File: src/rtl/instr_sequencer.sv
// Instruction fetch sequencer: holds the PC, fetches over a req/ack port,
// latches the IR for the opcode decoder and turns decoder flags into strobes.
module instr_sequencer #(
    parameter int unsigned           ADDR_W   = 16,
    parameter int unsigned           INSTR_W  = 16,
    parameter logic [ADDR_W-1:0]     PC_RESET = '0
) (
    input  logic                 i_clk,
    input  logic                 i_rstn,
    output logic [ADDR_W-1:0]    o_memAddr,
    output logic                 o_memReq,
    input  logic                 i_memAck,
    input  logic [INSTR_W-1:0]   i_memData,
    output logic [3:0]           o_opcode,
    output logic [INSTR_W-1:0]   o_instr,
    input  logic                 i_wrReg,
    input  logic                 i_isHLT,
    output logic                 o_regWrEn,
    output logic                 o_halted,
    input  logic                 i_resume
);

    typedef enum logic [1:0] {
        IDLE  = 2'd0,
        FETCH = 2'd1,
        EXEC  = 2'd2,
        HALT  = 2'd3
    } state_t;

    state_t               state_q, state_d;
    logic [ADDR_W-1:0]    pc_q, pc_d;
    logic [INSTR_W-1:0]   ir_q, ir_d;
    logic                 mem_req_q, mem_req_d;
    logic                 halted_q, halted_d;
    logic                 exec_q, exec_d;

    always_comb begin
        state_d = state_q;
        pc_d    = pc_q;
        ir_d    = ir_q;
        case (state_q)
            IDLE: begin
                state_d = FETCH;
            end
            FETCH: begin
                if (i_memAck) begin
                    ir_d    = i_memData;
                    state_d = EXEC;
                end
            end
            EXEC: begin
                // A halt leaves the PC on the HLT word; resume steps past it.
                if (i_isHLT) begin
                    state_d = HALT;
                end else begin
                    pc_d    = pc_q + ADDR_W'(1);
                    state_d = FETCH;
                end
            end
            HALT: begin
                if (i_resume) begin
                    pc_d    = pc_q + ADDR_W'(1);
                    state_d = FETCH;
                end
            end
            default: begin
                state_d = IDLE;
            end
        endcase

        // State-decoded outputs are registered from the next state so they
        // line up exactly with state_q without a decode after the flops.
        mem_req_d = (state_d == FETCH);
        halted_d  = (state_d == HALT);
        exec_d    = (state_d == EXEC);
    end

    always_ff @(posedge i_clk) begin
        if (!i_rstn) begin
            state_q   <= IDLE;
            pc_q      <= PC_RESET;
            ir_q      <= '0;
            mem_req_q <= 1'b0;
            halted_q  <= 1'b0;
            exec_q    <= 1'b0;
        end else begin
            state_q   <= state_d;
            pc_q      <= pc_d;
            ir_q      <= ir_d;
            mem_req_q <= mem_req_d;
            halted_q  <= halted_d;
            exec_q    <= exec_d;
        end
    end

    // The decoder is combinational on o_opcode, so its flags are only
    // meaningful during the single EXEC cycle.
    assign o_regWrEn = exec_q & i_wrReg & ~i_isHLT;
    assign o_memAddr = pc_q;
    assign o_memReq  = mem_req_q;
    assign o_halted  = halted_q;
    assign o_instr   = ir_q;
    assign o_opcode  = ir_q[INSTR_W-1 -: 4];

endmodule

File: config.mk
export PLATFORM = sky130hd
export DESIGN_NAME = instr_sequencer
export DESIGN_NICKNAME = d
export VERILOG_FILES = /design/src/rtl/instr_sequencer.sv
export SDC_FILE = /design/constraint.sdc
export NUM_CORES = 1
export LEC_CHECK = 0
export CAP_MARGIN = 20
export CORE_ASPECT_RATIO = 0.9
export CORE_MARGIN = 10
export CORE_UTILIZATION = 30
export CTS_BUF_LIST = sky130_fd_sc_hd__clkbuf_4 sky130_fd_sc_hd__clkbuf_8 sky130_fd_sc_hd__clkbuf_16
export CTS_CLUSTER_SIZE = 40
export DETAILED_ROUTE_END_ITERATION = 8
export PLACE_DENSITY_LB_ADDON = 0.12
export RECOVER_POWER = 50
export SETUP_SLACK_MARGIN = 0.3
export SYNTH_ARGS = -nofsm -noshare
export SYNTH_HDL_FRONTEND = slang
export SYNTH_SLANG_ARGS = --single-unit
File: constraint.sdc
create_clock -name i_clk -period 2.6 [get_ports i_clk]
set_clock_uncertainty 0.15 [all_clocks]
set_input_delay 0.26 -clock i_clk [delete_from_list [all_inputs] [get_ports i_clk]]
set_output_delay 0.26 -clock i_clk [all_outputs]
set_load 0.01 [all_outputs]
Word level (Yosys, flattened, before mapping)
Index checks and enable logic that the tools add are counted.
{"block": "totals", "reg_bits": 37, "out_inout_bits": 39, "input_bits": 22, "elab_cells": 29}
{"block": "op_classes", "muxes": 7, "n_addsub": 1, "n_eq_ne": 8, "reduce_logical": 4, "bitwise_logic": 3}
{"cell": "two-way mux 16 bit", "n": 2}
{"cell": "one-hot mux 16 bit (2 select lines)", "n": 1}
{"cell": "adder 16 x 1 -> 16 bit, second input constant", "n": 1}
{"cell": "equality test 2 bit, second input constant", "n": 4}
{"cell": "one-hot mux 2 bit (4 select lines)", "n": 1}
{"cell": "two-way mux 2 bit", "n": 3}
{"cell": "equality test 2 x 1 -> 1 bit, second input constant", "n": 2}
{"cell": "!= test 2 bit, second input constant", "n": 2}
{"cell": "AND reduction 3 bit", "n": 1}
{"cell": "bitwise AND 1 bit", "n": 2}
{"cell": "logical NOT 2 bit", "n": 1}
{"cell": "AND reduction 2 bit", "n": 1}
{"cell": "nonzero test 2 bit", "n": 1}
{"cell": "NOT 1 bit", "n": 1}

Logic depth before layout (Yosys ltp)
Gate-level depths: netlist (run 1).
{"block": "logic_depth", "ltp_word": 3, "ltp_mapped": 6, "depth_no_buf": 5}

Least setup slack after synthesis (run 1)
Ideal clock, no wire load.
{"block": "synth_timing", "path_type": "register to register", "start": "register pc_q[2] (netlist: o_memAddr[2])", "end": "register pc_q[13] (netlist: o_memAddr[13])", "setup_time_ns": 0.059, "arrival_time_ns": 1.648, "stages_incl_launch_ff": 6, "setup_slack_ns": 0.743, "path_cell_list": "dfxtp_1 -> nand3_1 -> or4_4 -> buf_6 -> or4_1 -> nand2_1"}
{"block": "synth_between", "elab_chain_len": 3, "elab_cells_between_ends": 4, "classes_between": "add/sub: 1; mux: 3"}
{"item": "from (decl)", "line": "31", "source": "logic [ADDR_W-1:0] pc_q, pc_d;"}
{"item": "from (signal assigned)", "line": "88", "source": "pc_q <= pc_d;"}
{"item": "adder 16 x 1 -> 16 bit *", "line": "56, 62"}
{"item": "two-way mux 16 bit (on tied branches)", "line": "61, 53"}
{"item": "one-hot mux 16 bit (2 select lines) *", "line": "41", "source": "case (state_q)"}
Mark *: on every way between the ends. The rest lies on a longest branch, timed or not. The select of a mux whose other input is x is not followed.
A chain may end at the register's enable or synchronous reset.

==> run metrics, run 1 <==
status finished, final reports clean; Via density 4.68; TNS Setup 0 ps; hold bufs inserted after CTS 0; core area 0.00458 mm²; endpoint type of the worst setup path flop; R2R Setup Slk 570 ps; Hold EP o_instr[6]$_SDFFE_PN0P_; Antenna Nets Post-Route 0; yosys warns 0; min Tclk post-route 2180 ps; chip width 93.4 µm; Mapped Cells 146; Fillers 429; crit path cell chain dlygate4sd3_1, clkinv_1, nor2_1, clkbuf_1, a22o_1; register area 741 µm²; syn_nets 169; ranking of synthesized cells by area dfxtp_1 51%, a22o_1 9.6%, nand2_1 2.8%, mux2i_1 2.8%, buf_4 2.6%; Worst Path Buf+Inv 3; H-Tree Depth 2; EDFF count, synth 0; first-pass GRT wire length 6.36 mm; crit path max-delay cell type dlygate4sd3_1; layout cell share with drive strength beyond 1 0.0577; Worst Hold Path Cells 1; RSZ-0062 raised after global routing false; most frequent cells in the layout 37 x dfxtp_1, 31 x clkdlybuf4s50_1, 29 x dlygate4sd3_1; Site Rows 23; Yosys reg bits 37; synthesized area per cell 9.97 µm²; Hold Path Origin o_instr[6]$_SDFFE_PN0P_; peak fanout along the critical path 17; Slew HR 0.489; fraction of registers with async set/reset 0; Routed WL 3.99 mm; final clock period utilization by the worst path 0.838; Final Hold Fails 0; multi-input logic area 633 µm²; Port Buffer Count 60; hpwl dp 3.06 mm; DRT Pass-1 Iters 4; CTS Buf Count 5; # diodes 0; Crit path max-delay family buffers and inverters; cts repair resizes 0; Pwr Density 517 mW/mm²; ys flop type dfxtp_1; CP required 2670 ps; initial cell density of the core 0.318; final instance area 0.00218 mm²; Placer Congestion 0.707; Slew @ Worst Pin 767 ps; Placed Area 0.00211 mm²; CTS max path bufs 2; Setup Buffers After CTS 0; CTS clk-pin slew, worst paths 70 ps; CP max stage delay 760 ps; root buf cell clkbuf_8; Synth area leader dfxtp_1; Die Y-Extent 86.1 µm; CP Launch Type primary input; Remaining Overflow, GRT 0; r2r startpoint state_q[1]$_SDFF_PN0_; synth unique cells 34; Layout Nets 231; initial antenna violation count 0; Slew Limit Fails 0; CTS tree done; P_leak 0.904 nW; WL per Instance 14.8 µm; # IOs 61; Crit Path Class primary input to flop; initial drt markers 53; arrival time worst endpoint 2250 ps; TritonCTS sink count 37; HP Class flop to flop; Yosys top cell area share 0.509; sequential cell area fraction in the yosys report 0.509; post-synthesis cell area 0.00146 mm²; synthesis-to-finish area growth 50.0%; Max-Cap Viols 0; largest net degree at the start of global routing 18; Clock Latency Late Sink 280 ps; r2r endpoint o_memAddr[15]$_SDFFE_PN0P_; Post-Route Utilization 0.477; commonest non-fill, non-tap cell in the layout dfxtp_1; Setup-failing EPs final 0; Vias 1263; vias in the first global route 1306; DRC 0; VDD IR max 0.251 mV; fmax 459 MHz; GRT Total Usage 0.0976; area of the die 0.00804 mm²; path depth of the worst reg2reg path 4
[synth_stat cells, drive strengths merged, types with 2 or more instances]
| library cell | number |
|---|---|
| inv | 2 |
| mux2i | 4 |
| and3 | 4 |
| a22o | 16 |
| nand2 | 11 |
| nor2 | 10 |
| xor2 | 3 |
| or3 | 3 |
| clkbuf | 3 |
| nor3 | 2 |
| and4 | 3 |
| o21ai | 3 |
| nand2b | 4 |
| a21oi | 7 |
| or4 | 4 |
| o31ai | 2 |
| xnor2 | 3 |
| nand3 | 6 |
| dfxtp | 37 |
| nor2b | 2 |
| nand4 | 3 |
| buf | 7 |
[per-stage QoR]
| stage | std cells | power, mW | worst slack [ps] | hold slack (ps) |
|---|---|---|---|---|
| final | 270 | 1.13 | 421 | 326 |
| after global placement | 263 | 0.743 | 261 | 311 |
| after floorplan | 146 | 0.663 | 743 | 236 |
| after detailed placement | 263 | 0.745 | 208 | 318 |
| after global routing | 270 | 1.18 | 268 | 345 |
| after CTS | 270 | 1.15 | 504 | 338 |
[how the worst max path moves through the flow]
stage / start / end / depth (start not counted)
after global placement: i_isHLT / o_memAddr[15]$_SDFFE_PN0P_ / 5
after global routing: i_rstn / o_instr[1]$_SDFFE_PN0P_ / 5
final: i_rstn / o_instr[0]$_SDFFE_PN0P_ / 5
after CTS: i_isHLT / o_memAddr[15]$_SDFFE_PN0P_ / 5
after floorplan: o_memAddr[2]$_SDFFE_PN0P_ / o_memAddr[13]$_SDFFE_PN0P_ / 5
after detailed placement: i_isHLT / o_memAddr[15]$_SDFFE_PN0P_ / 5
[flip-flops by register name (all words and copies together), names as in the netlist]
signal and flops:
o_instr 16, o_memAddr 16, state_q 2, exec_q 1, o_halted 1, o_memReq 1
[power breakdown]
| group | leakage, nW | switching [mW] | total (mW) | internal [mW] |
|---|---|---|---|---|
| clock network | 0.0477 | 0.188 | 0.408 | 0.221 |
| registers | 0.301 | 0.0133 | 0.599 | 0.586 |
| logic | 0.556 | 0.0513 | 0.122 | 0.0706 |
| total | 0.904 | 0.252 | 1.13 | 0.877 |
[layout make-up]
cell class	count	area share
clock buffers	7	0.0413
flip-flops and latches	37	0.339
well taps	62	0.0355
inverters	3	0.00516
repair buffers	65	0.289
multi-input cells	96	0.290
[worst reg2reg max path, cell delays in order (launching register included)]
cell and delay [ps]:
dfxtp_1 470, nand3_1 120, or4_4 560, or4_1 520
a21oi_1 150
[kinds of logic after synthesis]
family	after synthesis	synth area share
flops	37	0.509
mux	4	0.0275
fa+ha+maj	1	0.00860
simple gates	56	0.220
buf+inv	13	0.0524
xor+xnor	6	0.0361
compound gates	29	0.146
[per-layer routing]
layer | vias to the layer above | share of wire | global-route usage
li1 | 644 | - | -
met1 | 567 | 0.44 | 0.114
met2 | 44 | 0.43 | 0.140
met3 | 8 | 0.12 | 0.0601
met4 | 0 | 0.013 | 0.0392
met5 | - | 0 | 0
Note: power is estimated with default switching activity, not from simulation.
==> run 2: changes to the inputs <==
- clock period: 2.6 -> 2.2 ns (I/O delays scaled with it)
==> run 2 against run 1 <==
Compared with the run above:
- via count up 5.4%
- sequential share of layout area decreased by 1.0 points
- sequential cell count did not move
- final cell count increased by 3.0%
- critical path depth is 1 higher
- wire length increased by 0.83%
- die area unchanged
- utilization is 2.2 points higher
- first-iteration DRC count is 21% lower
- power is 19% higher
- final area is 4.6% higher
- critical path type unchanged
- critical endpoint is now o_memAddr[5]$_SDFFE_PN0P_
- highest routed layer unchanged
==> run metrics, run 2 (synthesis results as in run 1) <==
register area 751 µm²; hold bufs inserted after CTS 0; min Tclk post-route 1910 ps; first-pass GRT wire length 6.58 mm; Placed Area 0.00215 mm²; core area 0.00458 mm²; CP max stage delay 560 ps; r2r startpoint state_q[0]$_SDFF_PN0_; fmax 523 MHz; initial cell density of the core 0.318; peak fanout along the critical path 7; GRT Total Usage 0.102; layout cell share with drive strength beyond 1 0.134; Remaining Overflow, GRT 0; Die Y-Extent 86.1 µm; Slew Limit Fails 0; final instance area 0.00228 mm²; hpwl dp 3.17 mm; Via density 4.79; multi-input logic area 653 µm²; Hold Path Origin o_instr[6]$_SDFFE_PN0P_; Placer Congestion 0.769; CP required 2270 ps; Slew @ Worst Pin 304 ps; Layout Nets 239; Fillers 439; TritonCTS sink count 37; HP Class flop to flop; root buf cell clkbuf_8; H-Tree Depth 2; largest net degree at the start of global routing 18; Post-Route Utilization 0.499; Site Rows 23; synthesis-to-finish area growth 56.9%; arrival time worst endpoint 1980 ps; crit path cell chain dlygate4sd3_1, nor2b_1, or4_4, buf_6, or3_1, a21oi_1; Setup-failing EPs final 0; RSZ-0062 raised after global routing true; Port Buffer Count 60; Vias 1331; P_leak 0.947 nW; Internal 1.04 mW; part of the power in registers 0.522; r2r endpoint o_memAddr[5]$_SDFFE_PN0P_; CTS clk-pin slew, worst paths 70 ps; Gate power share 0.117; Max-Cap Viols 0; CTS Buf Count 5; crit path max-delay cell type dlygate4sd3_1; Crit Path Class primary input to flop; VDD IR max 0.383 mV; vias in the first global route 1397; final clock period utilization by the worst path 0.869; Final Hold Fails 0; CTS tree done; DRC 0; Hold EP o_instr[6]$_SDFFE_PN0P_; status finished, final reports clean; endpoint type of the worst setup path flop; path depth of the worst reg2reg path 5; # IOs 61; Switching Share 0.224; CTS max path bufs 2; WL per Instance 14.5 µm; # diodes 0; Antenna Nets Post-Route 0; R2R Setup Slk 360 ps; Worst Hold Path Cells 1; DRT Pass-1 Iters 4; Slew HR 0.796; Routed WL 4.03 mm; CP Launch Type primary input; Psw 0.302 mW; Pwr Density 590 mW/mm²; most frequent cells in the layout 33 x dfxtp_1, 33 x clkdlybuf4s50_1, 26 x dlygate4sd3_1; initial drt markers 42; Clock Latency Late Sink 280 ps; area of the die 0.00804 mm²; Clock power frac 0.360; chip width 93.4 µm; initial antenna violation count 0
==> run 2: cell type report <==
type,instances,share of cell area
clock buffer,7,0.0395
timing repair buffer,73,0.307
sequential,37,0.329
tap,62,0.0340
inverter,3,0.00493
multi-input combinational,96,0.286
==> run 2: per-stage QoR <==
step | hold slack [ps] | cells | worst slack [ps] | setup TNS [ps] | total power, mW
3_5_place_dp | 313 | 269 | -91.0 | -220 | 0.888
5_1_grt | 336 | 278 | 215 | 0 | 1.42
3_3_place_gp | 311 | 269 | -50.2 | -98.2 | 0.887
6_report | 321 | 278 | 289 | 0 | 1.35
2_1_floorplan | 196 | 146 | 343 | 0 | 0.784
4_1_cts | 334 | 277 | 282 | 0 | 1.38
==> run 2: critical path: cells and delay by family <==
kind | cells | cell delay, ps
buffers and inverters | 2 | 710
AO/OA/AOI/OAI | 1 | 120
AND/OR/NAND/NOR | 3 | 930
==> run 2: power by group through the flow <==
| stage | registers [mW] | clock network [mW] | logic, mW |
|---|---|---|---|
| finish | 0.703 | 0.485 | 0.158 |
| global route | 0.706 | 0.537 | 0.172 |
| CTS | 0.706 | 0.505 | 0.168 |
| detailed placement | 0.721 | 0 | 0.167 |
| global placement | 0.721 | 0 | 0.167 |
| floorplan | 0.728 | 0 | 0.0559 |
==> run 2: metal layers <==
metal  global-route usage  wire length, µm
met2                0.155             1800
met5                    0                0
met4               0.0420               68
met3               0.0679              511
met1                0.108             1650
==> run 2: worst max path at each step <==
stage / startpoint / endpoint / slack (ps) / cells past startpoint
after floorplan: o_memAddr[2]$_SDFFE_PN0P_ / o_memAddr[13]$_SDFFE_PN0P_ / 340 / 5
after CTS: i_isHLT / o_memAddr[9]$_SDFFE_PN0P_ / 280 / 6
after global routing: i_isHLT / o_regWrEn / 210 / 4
final: i_isHLT / o_memAddr[5]$_SDFFE_PN0P_ / 290 / 6
after detailed placement: i_resume / o_memAddr[11]$_SDFFE_PN0P_ / -90 / 5
after global placement: i_resume / o_memAddr[15]$_SDFFE_PN0P_ / -50 / 5
==> run 2: repair_timing <==
item / 4_1_cts / 5_1_grt
cloned: 0 / 0
pin swaps: 5 / 5
gates resized for setup: 1 / 15
setup endpoints to repair: 4 / 6
buffers inserted: 1 / 1
